`src/rtl/wb_master_mux.sv`:
```
// Master-side Wishbone multiplexer: routes the arbiter-granted master onto the
// shared slave bus, inserts a guard cycle on grant change, and times out stuck strobes.
module wb_master_mux #(
   parameter int NM        = 8,
   parameter int GW        = 3,
   parameter int AW        = 32,
   parameter int DW        = 32,
   parameter int TO_CYCLES = 255,
   parameter int TOW       = 8
) (
   input  logic                clk_i,
   input  logic                rst_ni,
   output logic [NM-1:0]       req_o,
   input  logic [GW-1:0]       gnt_i,
   input  logic [NM*AW-1:0]    m_adr_i,
   input  logic [NM*DW-1:0]    m_dat_i,
   input  logic [NM*DW/8-1:0]  m_sel_i,
   input  logic [NM-1:0]       m_we_i,
   input  logic [NM-1:0]       m_cyc_i,
   input  logic [NM-1:0]       m_stb_i,
   output logic [DW-1:0]       m_dat_o,
   output logic [NM-1:0]       m_ack_o,
   output logic [NM-1:0]       m_err_o,
   output logic [NM-1:0]       m_rty_o,
   output logic [AW-1:0]       s_adr_o,
   output logic [DW-1:0]       s_dat_o,
   output logic [DW/8-1:0]     s_sel_o,
   output logic                s_we_o,
   output logic                s_cyc_o,
   output logic                s_stb_o,
   input  logic [DW-1:0]       s_dat_i,
   input  logic                s_ack_i,
   input  logic                s_err_i,
   input  logic                s_rty_i,
   output logic                to_flag_o,
   output logic [GW-1:0]       to_master_o,
   input  logic                to_clr_i
);

   localparam int SW = DW / 8;
   localparam logic [TOW-1:0] TO_LIMIT = TOW'(TO_CYCLES);
   localparam logic [GW:0]    NM_LIMIT = (GW + 1)'(NM);

   typedef enum logic [1:0] {
      ST_RUN     = 2'd0,
      ST_TIMEOUT = 2'd1,
      ST_HOLD    = 2'd2
   } state_e;

   state_e          state_q, state_d;
   logic [GW-1:0]   gnt_q, gnt_d;
   logic [TOW-1:0]  wd_q, wd_d;
   logic            to_flag_q, to_flag_d;
   logic [GW-1:0]   to_master_q, to_master_d;

   logic            g_valid_s;
   logic            guard_s;
   logic [NM-1:0]   onehot_s;
   logic            cyc_g_s;
   logic            stb_g_s;
   logic            term_ack_s;
   logic            term_err_s;
   logic            term_rty_s;
   logic            slave_term_s;
   logic            to_entry_s;

   assign req_o        = m_cyc_i;
   assign m_dat_o      = s_dat_i;
   assign g_valid_s    = ({1'b0, gnt_i} < NM_LIMIT);
   assign guard_s      = (gnt_i != gnt_q);
   assign slave_term_s = s_ack_i | s_err_i | s_rty_i;
   assign onehot_s     = g_valid_s ? ({{(NM-1){1'b0}}, 1'b1} << gnt_i) : {NM{1'b0}};

   // AND-OR mux of the granted master; an out-of-range grant selects nothing.
   always_comb begin
      s_adr_o = {AW{1'b0}};
      s_dat_o = {DW{1'b0}};
      s_sel_o = {SW{1'b0}};
      s_we_o  = 1'b0;
      cyc_g_s = 1'b0;
      stb_g_s = 1'b0;
      for (int k = 0; k < NM; k++) begin
         s_adr_o = s_adr_o | ({AW{gnt_i == GW'(k)}} & m_adr_i[k*AW +: AW]);
         s_dat_o = s_dat_o | ({DW{gnt_i == GW'(k)}} & m_dat_i[k*DW +: DW]);
         s_sel_o = s_sel_o | ({SW{gnt_i == GW'(k)}} & m_sel_i[k*SW +: SW]);
         s_we_o  = s_we_o  | ((gnt_i == GW'(k)) & m_we_i[k]);
         cyc_g_s = cyc_g_s | ((gnt_i == GW'(k)) & m_cyc_i[k]);
         stb_g_s = stb_g_s | ((gnt_i == GW'(k)) & m_stb_i[k]);
      end
   end

   // FSM outputs: slave-side handshake and per-state termination routing.
   always_comb begin
      s_cyc_o    = 1'b0;
      s_stb_o    = 1'b0;
      term_ack_s = 1'b0;
      term_err_s = 1'b0;
      term_rty_s = 1'b0;
      case (state_q)
         ST_RUN: begin
            s_cyc_o    = cyc_g_s & ~guard_s & g_valid_s;
            s_stb_o    = stb_g_s & cyc_g_s & ~guard_s & g_valid_s;
            term_ack_s = s_ack_i & s_stb_o;
            term_err_s = s_err_i & s_stb_o;
            term_rty_s = s_rty_i & s_stb_o;
         end
         ST_TIMEOUT: begin
            term_err_s = g_valid_s;
         end
         ST_HOLD: begin
            term_err_s = 1'b0;
         end
         default: begin
            term_err_s = 1'b0;
         end
      endcase
   end

   assign m_ack_o = {NM{term_ack_s}} & onehot_s;
   assign m_err_o = {NM{term_err_s}} & onehot_s;
   assign m_rty_o = {NM{term_rty_s}} & onehot_s;

   // Watchdog counts consecutive unterminated strobe cycles, only while in RUN.
   always_comb begin
      wd_d = {TOW{1'b0}};
      if (state_q == ST_RUN) begin
         if (!s_stb_o || slave_term_s) begin
            wd_d = {TOW{1'b0}};
         end else if (wd_q == TO_LIMIT) begin
            wd_d = wd_q;
         end else begin
            wd_d = wd_q + {{(TOW-1){1'b0}}, 1'b1};
         end
      end else begin
         wd_d = {TOW{1'b0}};
      end
   end

   // Next state; the timeout is taken on the count about to be reached so the
   // error lands exactly TO_CYCLES cycles after the strobe first appeared.
   always_comb begin
      state_d = state_q;
      case (state_q)
         ST_RUN: begin
            if (wd_d == TO_LIMIT) begin
               state_d = ST_TIMEOUT;
            end else begin
               state_d = ST_RUN;
            end
         end
         ST_TIMEOUT: begin
            state_d = ST_HOLD;
         end
         ST_HOLD: begin
            if (!stb_g_s || guard_s) begin
               state_d = ST_RUN;
            end else begin
               state_d = ST_HOLD;
            end
         end
         default: begin
            state_d = ST_RUN;
         end
      endcase
   end

   // Fault record: a new timeout overrides a coincident clear.
   always_comb begin
      gnt_d      = gnt_i;
      to_entry_s = (state_q == ST_RUN) && (state_d == ST_TIMEOUT);
      if (to_entry_s) begin
         to_flag_d   = 1'b1;
         to_master_d = gnt_i;
      end else if (to_clr_i) begin
         to_flag_d   = 1'b0;
         to_master_d = to_master_q;
      end else begin
         to_flag_d   = to_flag_q;
         to_master_d = to_master_q;
      end
   end

   // State register for FSM, grant history, watchdog and fault record.
   always_ff @(posedge clk_i or negedge rst_ni) begin
      if (!rst_ni) begin
         state_q     <= ST_RUN;
         gnt_q       <= {GW{1'b0}};
         wd_q        <= {TOW{1'b0}};
         to_flag_q   <= 1'b0;
         to_master_q <= {GW{1'b0}};
      end else begin
         state_q     <= state_d;
         gnt_q       <= gnt_d;
         wd_q        <= wd_d;
         to_flag_q   <= to_flag_d;
         to_master_q <= to_master_d;
      end
   end

   assign to_flag_o   = to_flag_q;
   assign to_master_o = to_master_q;

endmodule

```
`config.mk`:
```
export PLATFORM = sky130hd
export DESIGN_NAME = wb_master_mux
export DESIGN_NICKNAME = d
export VERILOG_FILES = /design/src/rtl/wb_master_mux.sv
export SDC_FILE = /design/constraint.sdc
export NUM_CORES = 1
export LEC_CHECK = 0
export BUFFER_PORTS_ARGS = -buffer_cell sky130_fd_sc_hd__buf_2
export CAP_MARGIN = 20
export CORE_AREA = 2 2 294 296
export DETAILED_ROUTE_END_ITERATION = 7
export DIE_AREA = 0 0 296 298
export SLEW_MARGIN = 30
export SYNTH_ARGS = -nofsm -noshare
export SYNTH_HDL_FRONTEND = slang
export SYNTH_SLANG_ARGS = --single-unit
```
`constraint.sdc`:
```
create_clock -name clk_i -period 2.4 [get_ports clk_i]
set_clock_uncertainty 0.1 [all_clocks]
set_input_delay 0.48 -clock clk_i [delete_from_list [all_inputs] [get_ports clk_i]]
set_output_delay 0.48 -clock clk_i [all_outputs]
set_load 0.02 [all_outputs]
```
; ---- After elaboration in Yosys (flattened, before gate mapping)
; Cells that the tools add are included.
[word_totals]
reg_bits = 17
in_bits = 609
out_inout_bits = 139
wordCells = 143
[classes]
add_sub_neg = 1
eq_ne = 13
shift = 1
n_mux = 13
bitwise_logic = 102
n_reduce_logical = 8
[ops]
columns = op, count
row1 = AND 32 bit, 16
row2 = OR 32 bit, 14
row3 = AND 4 bit, 8
row4 = AND 1 bit, 30
row5 = OR 4 bit, 7
row6 = AND 8 bit, 3
row7 = two-way mux 8 bit, 3
row8 = OR 1 bit, 23
row9 = == test 8 bit (second input constant), 2
row10 = == test 3 bit (second input constant), 4
row11 = adder 8 x 1 -> 8 bit (second input constant), 1
row12 = << shifter 1 x 3 -> 8 bit (first input constant), 1
row13 = two-way mux 1 bit, 7
row14 = == test 3 x 2 -> 1 bit (second input constant), 2
row15 = case mux 2 bit (3 select lines), 1
row16 = == test 2 x 1 -> 1 bit (second input constant), 2
row17 = == test 3 x 1 -> 1 bit (second input constant), 1
row18 = logical NOT 3 bit, 1
row19 = != test 3 bit, 1
row20 = == test 2 bit (second input constant), 1
row21 = logical NOT 1 bit, 2
row22 = logical NOT 2 bit, 1
row23 = logical OR 1 bit, 2
row24 = two-way mux 2 bit, 1
row25 = other kinds (4), 4

; ---- Longest topological paths before layout
[logic_depth]
word_depth = 22
depth_mapped = 8
depth_no_buf = 6

; ---- Worst setup path before layout
; Ideal clock, no wire load.
[synth_timing]
path_type = input -> output
startpoint = input port gnt_i[0]
endpoint = output port m_rty_o[0]
arrival_ns = 2.252
required_time_ns = 1.820
path_slack_ns = -0.432
path_stages = 6
n_path_buf = 1
cell_sequence = buf_6 -> xor2_1 -> or4b_4 -> nor3b_4 -> nand2_1 -> nor2_1
[synth_via]
elab_chain_cells = 14
elab_cells_between_ends = 46
classes_between = eq/ne: 8 / shift: 1 / mux: 1 / bitwise: 35 / reduce/logical: 1
[synth_rtl]
columns = item, line
row1 = "start, declared", 14  ; input logic [GW-1:0] gnt_i,
row2 = == test 3 x 1 -> 1 bit / logical NOT 3 bit (equally long branches), "87, 88"
row3 = AND 1 bit (on tied branches), "88, 87"
row4 = OR 1 bit (on tied branches) (7 in series), "88, 87"
row5 = AND 1 bit (2 in series), 102  ; s_stb_o = stb_g_s & cyc_g_s & ~guard_s & g_valid_s;
row6 = AND 1 bit, 105  ; term_rty_s = s_rty_i & s_stb_o;
row7 = two-way mux 1 bit, 99  ; case (state_q)
row8 = AND 8 bit (*), 121  ; assign m_rty_o = {NM{term_rty_s}} & onehot_s;
row9 = "end, declared", 24  ; output logic [NM-1:0] m_rty_o,
; Mark *: on every way between the ends. The rest lies on a longest branch, timed or not.

; ---- Worst setup path in the final report
[layout_timing]
startpoint = input port gnt_i[0]
endpoint = output port m_ack_o[3]
[layout_via]
elab_chain_cells = 14
elab_cells_between_ends = 46
classes_between = eq/ne: 8 / shift: 1 / mux: 1 / bitwise: 35 / reduce/logical: 1
[layout_rtl]
columns = item, line
row1 = == test 3 x 1 -> 1 bit / logical NOT 3 bit (equally long branches), "87, 88"
row2 = AND 1 bit (on tied branches), "88, 87"
row3 = OR 1 bit (on tied branches) (7 in series), "88, 87"
row4 = AND 1 bit (2 in series), 102
row5 = AND 1 bit, 103  ; term_ack_s = s_ack_i & s_stb_o;
row6 = two-way mux 1 bit, 99
row7 = AND 8 bit (*), 119  ; assign m_ack_o = {NM{term_ack_s}} & onehot_s;
row8 = "end, declared", 22  ; output logic [NM-1:0] m_ack_o,
; Marks and branches as above.

==> flow_metrics.env <==
export IMPL_setup_ws_ns=-0.4034
export IMPL_tightestPinTransition_ns=0.4425
export IMPL_sw_frac_of_total=0.4517
export IMPL_timing_reg2reg_setup_slack_ns=-0.04
export IMPL_cts_clk_slew_worst_paths_ns=0.06
export IMPL_netlist_area_sq_um=4263
export IMPL_synth_ff_type="dfrtp_1"
export IMPL_coreArea_sq_um=84880
export IMPL_die_area_sq_um=88210
export IMPL_grt_pass1_wl_mm=86.93
export IMPL_cp_max_fo=8
export IMPL_fillCellCount=9635
export IMPL_hold_class="input port to async pin"
export IMPL_antenna_found_initial=85
export IMPL_synth_async_reset_ratio=1.000
export IMPL_insertion_delay_ns=0.25
export IMPL_fin_cells=2534
export IMPL_grt_overflow=0
export IMPL_critical_path_startpoint="gnt_i[0]"
export IMPL_crit_chain="buf_12 -> buf_6 -> xor2_2 -> or4b_4 -> nor3b_4 -> nand2_4 -> nor2_4 -> buf_6"
export IMPL_relSlewSlack=0.7032
export IMPL_fmax_ghz=0.3567
export IMPL_seq_area_sq_um=425.4
export IMPL_internal_power_mw=1.722
export IMPL_place_congestion=0.8748
export IMPL_start_util=0.05022
export IMPL_synth_edf_count=0
export IMPL_die_h_microns=298
export IMPL_status="finished with violations"
export IMPL_crit_path_end_kind="output pin"
export IMPL_reg2reg_depth=7
export IMPL_failed_checks="negative setup slack"
export IMPL_path_common_cell="buf_6"
export IMPL_crit_family="simple AND/OR/NAND/NOR gates"
export IMPL_clock_power_share=0.110
export IMPL_cpMaxStageDelayCell="or4b_4"
export IMPL_slew_viol_final=0
export IMPL_power_density_nw_per_um2=239.6
export IMPL_dp_hpwl_mm=54.22
export IMPL_hold_violations=0
export IMPL_max_stage_delay_ns=0.51
export IMPL_required_ns=1.82
export IMPL_period_share=1.168
export IMPL_avgSynthCellArea_sq_um=7.299
export IMPL_cts_max_level=1
export IMPL_crit_cells=8
export IMPL_via_per_inst=3.842
export IMPL_multi_input_comb_area_sq_um=4354
export IMPL_reg2reg_to="to_master_o[2]$_DFFE_PN0P_"
export IMPL_total_power_mw=3.140
export IMPL_ant_nets=0
export IMPL_io_pins=748
export IMPL_area_delta_synth_final_pct=207.5
export IMPL_grt_pass1_vias=9433
export IMPL_drive_gt1_frac=0.8116
export IMPL_die_w_microns=296
export IMPL_cap_violations=0
export IMPL_setup_viol=98
export IMPL_yosys_area_top_type="a22oi_1"
export IMPL_critical_path_buf_inv_count=3
export IMPL_synthTopCellsByCount="a22oi_1, nand4_1, clkbuf_1"
export IMPL_critical_path_class="input port to output pin"
export IMPL_cts_sinks=17
export IMPL_start_kind="input port"
export IMPL_ir_drop_uv=176.2
export IMPL_drt_iter0_drc=768
export IMPL_nets=1975
export IMPL_yosysWarnings=0
export IMPL_vias=9735
export IMPL_drc_errors=0
export IMPL_post_synth_top_count_cell="a22oi_1"
export IMPL_cts_root_buf="clkbuf_16"
export IMPL_p_switching_mw=1.419
export IMPL_post_route_min_period_ns=2.803
export IMPL_fin_util=0.1544
export IMPL_yosysTopAreaCellShare=0.4861
export IMPL_synthCells=584
export IMPL_fp_row_count=107
export IMPL_combPwrFrac=0.798
export IMPL_dp_cells=2423
export IMPL_synth_distinct_cells=42
export IMPL_p_leak_nw=5.538
export IMPL_rsz0062_at_grt="true"
export IMPL_cts_tree="yes"
export IMPL_r2r_start="gnt_q[1]$_DFF_PN0_"
export IMPL_yosysSeqAreaShare=0.09979
export IMPL_wl_per_cell_microns=28.69
export IMPL_clockBufferDepth=2
export IMPL_finalWirelength_mm=72.70
export IMPL_arrival_ns=2.22
export IMPL_pwr_share_seq=0.093
export IMPL_ys_seq_elements=17
export IMPL_pre_cts_ws_ns=-0.6081
export IMPL_grt_max_degree=31
export IMPL_grt_usage=0.1487
export IMPL_synth_nets=1194
export IMPL_port_buffers=683
export IMPL_drt_pass1_iterations=6
export IMPL_cts_buffers=3
export IMPL_cts_hold_buf=0
export IMPL_synth_area_leaders="a22oi_1, nand4_1, dfrtp_1"
placed cells by master (no fill, tap or decap), types with 3 or more instances in the layout:
| cell type | n |
|---|---|
| a211oi_1 | 3 |
| a21oi_1 | 3 |
| a22oi_1 | 117 |
| a22oi_2 | 159 |
| and2_4 | 3 |
| and3_1 | 3 |
| buf_12 | 47 |
| buf_16 | 20 |
| buf_2 | 585 |
| buf_4 | 102 |
| buf_6 | 110 |
| buf_8 | 15 |
| clkbuf_16 | 7 |
| dfrtp_1 | 17 |
| diode_2 | 26 |
| mux2_2 | 4 |
| mux2_4 | 4 |
| mux2i_1 | 3 |
| mux4_2 | 3 |
| nand2_1 | 7 |
| nand2_4 | 3 |
| nand3_1 | 3 |
| nand4_1 | 70 |
| nor2_1 | 8 |
| nor2_2 | 9 |
| nor2_4 | 18 |
| nor2b_4 | 4 |
worst max path at each step:
stage	to	slack, ns
detailed placement	m_err_o[6]	-0.61
floorplan	m_rty_o[0]	-0.39
CTS	m_ack_o[3]	-0.36
global placement	m_err_o[6]	-0.60
finish	m_ack_o[3]	-0.40
global route	m_ack_o[1]	-0.43
logic make-up after synthesis:
family,count (synthesis),share of synthesized area
AND/OR/NAND/NOR,150,0.2031
flip-flops,17,0.09980
XOR/XNOR,5,0.01027
buffers and inverters,108,0.1338
multiplexers,15,0.04638
AO/OA/AOI/OAI,288,0.5037
adder cells (fa/ha/maj),1,0.002935
worst register-to-register path: stages, from the launching register on:
cell	delay [ns]
dfrtp_1	0.39
xor2_2	0.16
or4b_4	0.56
nor3b_4	0.31
buf_4	0.21
buf_4	0.14
nand4_4	0.13
mux2_2	0.32
sequential cells by signal (all words and copies together) (netlist names):
register,count
gnt_q,3
state_q,2
to_flag_o,1
to_master_o,3
wd_q,8
power by group through the flow:
stage               registers, mW  clock network [mW]  logic (mW)
floorplan                   0.296                   0       0.696
global placement            0.296                   0        1.88
detailed placement          0.296                   0        1.89
CTS                         0.291               0.347        2.43
global route                0.291               0.363        2.62
finish                      0.291               0.344        2.51
stage by stage:
step | hold WS, ns | setup TNS (ns) | area [sq um]
after CTS | 0.07131 | -22.68 | 12660
after floorplan | 0.08441 | -8.492 | 4387
after global routing | 0.08481 | -26.16 | 13090
final | 0.05856 | -21.67 | 13110
after detailed placement | 0.3363 | -33.91 | 10040
after global placement | 0.3312 | -31.46 | 10040
cell type report:
class                           instances  area share
Tap cell                             1144      0.1092
Clock inverter                          1   0.0003818
Sequential cell                        17     0.03245
Clock buffer                            3    0.005727
Inverter                                1   0.0002863
Multi-Input combinational cell        459      0.3322
Antenna cell                           26    0.004963
Timing Repair Buffer                  883      0.5148
layer usage:
metal | vias to the layer above | global-route usage | share of wire
li1 | 4031 | - | -
met1 | 4599 | 0.1880 | 0.41
met2 | 772 | 0.2229 | 0.41
met3 | 245 | 0.06744 | 0.12
met4 | 88 | 0.04750 | 0.046
met5 | - | 0 | 0.0080
repair_timing:
item	in CTS	in global routing
setup buffers	60	13
gates cloned	20	4
pin swaps	101	81
gates resized for setup	390	96
setup endpoints to repair	98	102
Power figures use the tool's default switching activity.
